## config.mk

```make
export PLATFORM = sky130hd
export DESIGN_NAME = bcd_step_sequencer
export DESIGN_NICKNAME = d
export VERILOG_FILES = /design/src/rtl/bcd_step_sequencer.sv
export SDC_FILE = /design/constraint.sdc
export NUM_CORES = 1
export LEC_CHECK = 0
export ABC_AREA = 1
export BUFFER_PORTS_ARGS = -buffer_cell sky130_fd_sc_hd__buf_2
export CAP_MARGIN = 10
export CORE_MARGIN = 2
export CORE_UTILIZATION = 55
export CTS_CLUSTER_SIZE = 12
export DETAILED_ROUTE_END_ITERATION = 8
export GPL_TIMING_DRIVEN = 0
export PLACE_DENSITY = 0.74
export SKIP_LAST_GASP = 1
export SYNTH_ARGS = -nofsm -noshare
export SYNTH_HDL_FRONTEND = slang
export SYNTH_SLANG_ARGS = --single-unit
```

## constraint.sdc

```tcl
create_clock -name clk -period 2.18 [get_ports clk]
set_clock_uncertainty 0.05 [all_clocks]
set_input_delay 0.436 -clock clk [delete_from_list [all_inputs] [get_ports clk]]
set_output_delay 0.436 -clock clk [all_outputs]
set_load 0.005 [all_outputs]
```

## src/rtl/bcd_step_sequencer.sv

```systemverilog
// Command-driven sequencer for a DIGITS-wide BCD up/down counter cascade; one step per clock in RUN.
// LOAD/op11 done one cycle after accept, RUN done N+2 cycles after accept; cmd_ready low (stall) in RUN.
module bcd_step_sequencer #(
   parameter int DIGITS = 4,
   parameter int STEP_W = 16
) (
   input  logic                  clk,
   input  logic                  rst_n,
   input  logic                  cmd_valid,
   output logic                  cmd_ready,
   input  logic [1:0]            cmd_op,
   input  logic [4*DIGITS-1:0]   cmd_data,
   input  logic                  abort,
   output logic [4*DIGITS-1:0]   bcd_out,
   output logic                  busy,
   output logic                  done,
   output logic                  wrap,
   output logic                  err
);

   localparam logic [1:0] OP_LOAD = 2'b00;
   localparam logic [1:0] OP_UP   = 2'b01;
   localparam logic [1:0] OP_DOWN = 2'b10;
   localparam logic [STEP_W-1:0] REM_ONE = STEP_W'(1);

   typedef enum logic {S_IDLE, S_RUN} state_t;

   state_t              r_state;
   logic [STEP_W-1:0]   r_rem;
   logic                r_dir_down;
   logic [4*DIGITS-1:0] r_bcd;
   logic                r_done;
   logic                r_wrap;
   logic                r_err;

   logic [4*DIGITS-1:0] w_bcd_up;
   logic [4*DIGITS-1:0] w_bcd_dn;
   logic                w_carry;
   logic                w_borrow;
   logic                w_load_ok;

   // Ripple carry/borrow digit by digit; a surviving carry/borrow means full-range wrap.
   always_comb begin
      w_bcd_up  = r_bcd;
      w_bcd_dn  = r_bcd;
      w_carry   = 1'b1;
      w_borrow  = 1'b1;
      w_load_ok = 1'b1;
      for (int i = 0; i < DIGITS; i++) begin
         if (w_carry) begin
            if (r_bcd[4*i +: 4] == 4'd9) begin
               w_bcd_up[4*i +: 4] = 4'd0;
            end else begin
               w_bcd_up[4*i +: 4] = r_bcd[4*i +: 4] + 4'd1;
               w_carry = 1'b0;
            end
         end
         if (w_borrow) begin
            if (r_bcd[4*i +: 4] == 4'd0) begin
               w_bcd_dn[4*i +: 4] = 4'd9;
            end else begin
               w_bcd_dn[4*i +: 4] = r_bcd[4*i +: 4] - 4'd1;
               w_borrow = 1'b0;
            end
         end
         if (cmd_data[4*i +: 4] > 4'd9) begin
            w_load_ok = 1'b0;
         end
      end
   end

   always_ff @(posedge clk or negedge rst_n) begin
      if (!rst_n) begin
         r_state    <= S_IDLE;
         r_rem      <= '0;
         r_dir_down <= 1'b0;
         r_bcd      <= '0;
         r_done     <= 1'b0;
         r_wrap     <= 1'b0;
         r_err      <= 1'b0;
      end else begin
         r_done <= 1'b0;
         r_wrap <= 1'b0;
         case (r_state)
            S_IDLE: begin
               if (cmd_valid) begin
                  if (cmd_op == OP_LOAD) begin
                     // An invalid LOAD keeps err set even if it was already set.
                     if (w_load_ok) begin
                        r_bcd <= cmd_data;
                        r_err <= 1'b0;
                     end else begin
                        r_err <= 1'b1;
                     end
                     r_done <= 1'b1;
                  end else if (cmd_op == OP_UP || cmd_op == OP_DOWN) begin
                     r_rem      <= cmd_data[STEP_W-1:0];
                     r_dir_down <= (cmd_op == OP_DOWN);
                     r_err      <= 1'b0;
                     r_state    <= S_RUN;
                  end else begin
                     r_err  <= 1'b1;
                     r_done <= 1'b1;
                  end
               end
            end
            S_RUN: begin
               if (abort) begin
                  r_rem   <= '0;
                  r_state <= S_IDLE;
               end else if (r_rem == '0) begin
                  r_done  <= 1'b1;
                  r_state <= S_IDLE;
               end else begin
                  r_bcd  <= r_dir_down ? w_bcd_dn : w_bcd_up;
                  r_wrap <= r_dir_down ? w_borrow : w_carry;
                  r_rem  <= r_rem - REM_ONE;
               end
            end
            default: r_state <= S_IDLE;
         endcase
      end
   end

   assign cmd_ready = (r_state == S_IDLE);
   assign busy      = (r_state == S_RUN);
   assign bcd_out   = r_bcd;
   assign done      = r_done;
   assign wrap      = r_wrap;
   assign err       = r_err;

endmodule

```

==> metrics.cfg <==
[worst_setup_path]
critPathBufInv=3
slowest_stage=dfrtp_1
cp_max_fo=10
reg2reg_to=r_rem[14]
startpoint=busy
critPathLaunchType=flop
arrival_ns=1.46
crit_path_cell_trace=inv_2 > clkbuf_1 > buf_2
path_class=reg2out
reg2reg_depth=9
critical-path-top-delay-family=buffers and inverters
max_stage_delay_ns=0.42
end_kind=output port
rr_startpoint=r_rem[0]
cp_data_required_time_ns=1.69
rrSetupSlack_ns=0.40

[synth]
synth_top_family_by_area=simple AND/OR/NAND/NOR gates
synth_cell_types=32
yosysSeqAreaShare=0.324
yosysWarnings=0
netlist.area_leader.share=0.324
async_flop_share=1.00
syn_area_mm2=0.00286
ys_ff_latch=37
synth_edf_count=0
synthXorXnorAreaFrac=0.00307
netlist_top_cells_area=dfrtp_1 32%, nand2_1 21%, nand3_1 9.6%, nor2_1 6.2%, inv_1 5.0%
synth_compound_area_frac=0.111
mappedNetlistNets=473
synthTopCellsByCount=162 x nand2_1, 55 x nand3_1, 47 x nor2_1
synth.most_common_cell=nand2_1
muxShareOfSynthArea=0
syn_area_per_cell_um2=6.39
syn_inst=447
synth-simple-area-share=0.459
yosys.area.top_type=dfrtp_1
synth_adder_area_share=0.0175
synthFlopType=dfrtp_1

[sta]
rsz0062_at_grt=no
drv_slew=0
finalCritPeriodShare=0.892
final.min_clock_period_ns=1.94
setup_tns_ns=0
clock.fmax_mhz=514
finalSetupViolCount=0
slew_headroom=0.401
final_hold_viol_count=0
hold_ws_ns=0.210
tightest_slew_ns=0.899

[cts]
clk_path_buf_depth=2
cts_sinks=37
ctsHoldBuffers=0
cts_buffers=5
cts_root_buf=clkbuf_8
clk_pin_slew_worst_paths_ns=0.07
insertion_delay_ns=0.30
h-tree-depth=2
cts_tree=built
post_cts_buffers=0
ctsResizeCount=0

[routing]
drt_iter0_drc=348
via_per_inst=5.42
wire_per_inst_um=13.8
drc=0
vias=3069
dr.pass1.iters=5
drt_wl_total_um=7800
ant_nets=0

[floorplan]
row_count=26
die_x_um=76.1
die_h_um=76.1
core_area_mm2=0.00507
dieArea_mm2=0.00579
initial_utilization=0.563
io_pins=43

[placement]
portBuffers=42
routabilityCongestion=0.979
dp_hpwl_um=6000

[grt]
antenna_found_initial=0
grt_pass1_wl_um=13100
grt_pass1_vias=2809
grt_max_degree=38
gr-total-overflow=0
grtUsageTotal=0.283

[power_and_ir_drop]
p_leak_nw=1.74
irDropWorstVdd_mv=0.513
power_mw=3.56
powerDensity_mw_per_mm2=1100

[finish]
area_growth_pct=13.4
final_util=0.639
layout-drive-gt1-share=0.183
layout.nets=522
fill_cells=517
diodes=0

[min_path]
hold_class=in2async

[status]
status=finished clean

[run]
cap_viol_max_count=0

## worst reg2reg max path, cell delays in order, from the launching register on
cell	delay, ns
dfrtp_1	0.38
inv_1	0.16
ha_1	0.29
nand2_1	0.10
nor2_2	0.29
nand3_1	0.12
nor2_1	0.10
nor2_1	0.06
nor2_1	0.08
nor2_1	0.05
## registers in the layout (all words and copies together), names as in the netlist
register and count:
bcd_out 16, r_rem 16, busy 1, done 1, err 1, r_dir_down 1
wrap 1
## metrics by stage
stage / cells / area [µm²] / setup slack (ns)
2_1_floorplan: 447 / 2860 / 0.388
3_3_place_gp: 559 / 3150 / 0.180
3_5_place_dp: 559 / 3150 / 0.185
4_1_cts: 566 / 3240 / 0.243
5_1_grt: 566 / 3240 / 0.173
6_report: 566 / 3240 / 0.235
## routing by layer
layer  track usage  wire length [µm]
met2         0.441              3380
met3        0.0486               533
met5             0                 0
met1         0.400              3740
met4         0.102               154
## final cells by class
type | count | area (µm²) | share of cell area
well taps | 70 | 87.6 | 0.0270
repair buffers | 42 | 210 | 0.0649
flip-flops and latches | 37 | 926 | 0.286
clock buffers | 7 | 86.3 | 0.0266
multi-input cells | 355 | 1690 | 0.520
plain buffers | 9 | 72.6 | 0.0224
inverters | 46 | 173 | 0.0533
## where the power goes
group | total (mW) | internal, mW | switching [mW] | leakage (nW)
registers | 1.29 | 0.931 | 0.363 | 0.463
logic | 1.76 | 0.627 | 1.13 | 1.24
clock network | 0.505 | 0.251 | 0.254 | 0.0443
## cells in the final DEF, fill, tap and decap left out
cell	n
o21a_1	1
xnor2_1	1
nor2_2	10
o21ai_2	1
a21oi_1	8
buf_4	2
inv_1	38
buf_1	1
nand3_1	55
nor2_1	47
or2_2	2
nand2_2	1
and2_0	1
o21bai_1	1
nor2_4	4
buf_2	43
nand2_4	5
o211ai_1	5
o21ai_0	28
clkbuf_8	6
nor3_1	1
inv_2	8
dfrtp_1	37
nand2_1	162
o211a_1	1
nor3_4	1
nor3_2	1
o21ai_1	10
clkbuf_1	2
ha_1	4
o31ai_1	2
buf_6	4
nand3_2	3
## worst max-delay path by stage
stage | endpoint | slack (ns) | cells past startpoint
6_report | cmd_ready | 0.24 | 3
5_1_grt | r_rem[14] | 0.17 | 9
4_1_cts | cmd_ready | 0.24 | 3
3_5_place_dp | r_rem[2] | 0.19 | 10
3_3_place_gp | r_rem[11] | 0.18 | 10
2_1_floorplan | r_rem[3] | 0.39 | 9
## cells by family (layout without fill, tap and decap cells)
logic type | count (synthesis) | after routing
simple gates | 293 | 293
compound gates | 57 | 57
buf+inv | 55 | 104
flops | 37 | 37
fa+ha+maj | 4 | 4
xor+xnor | 1 | 1
Note: power is estimated with default switching activity, not from simulation.
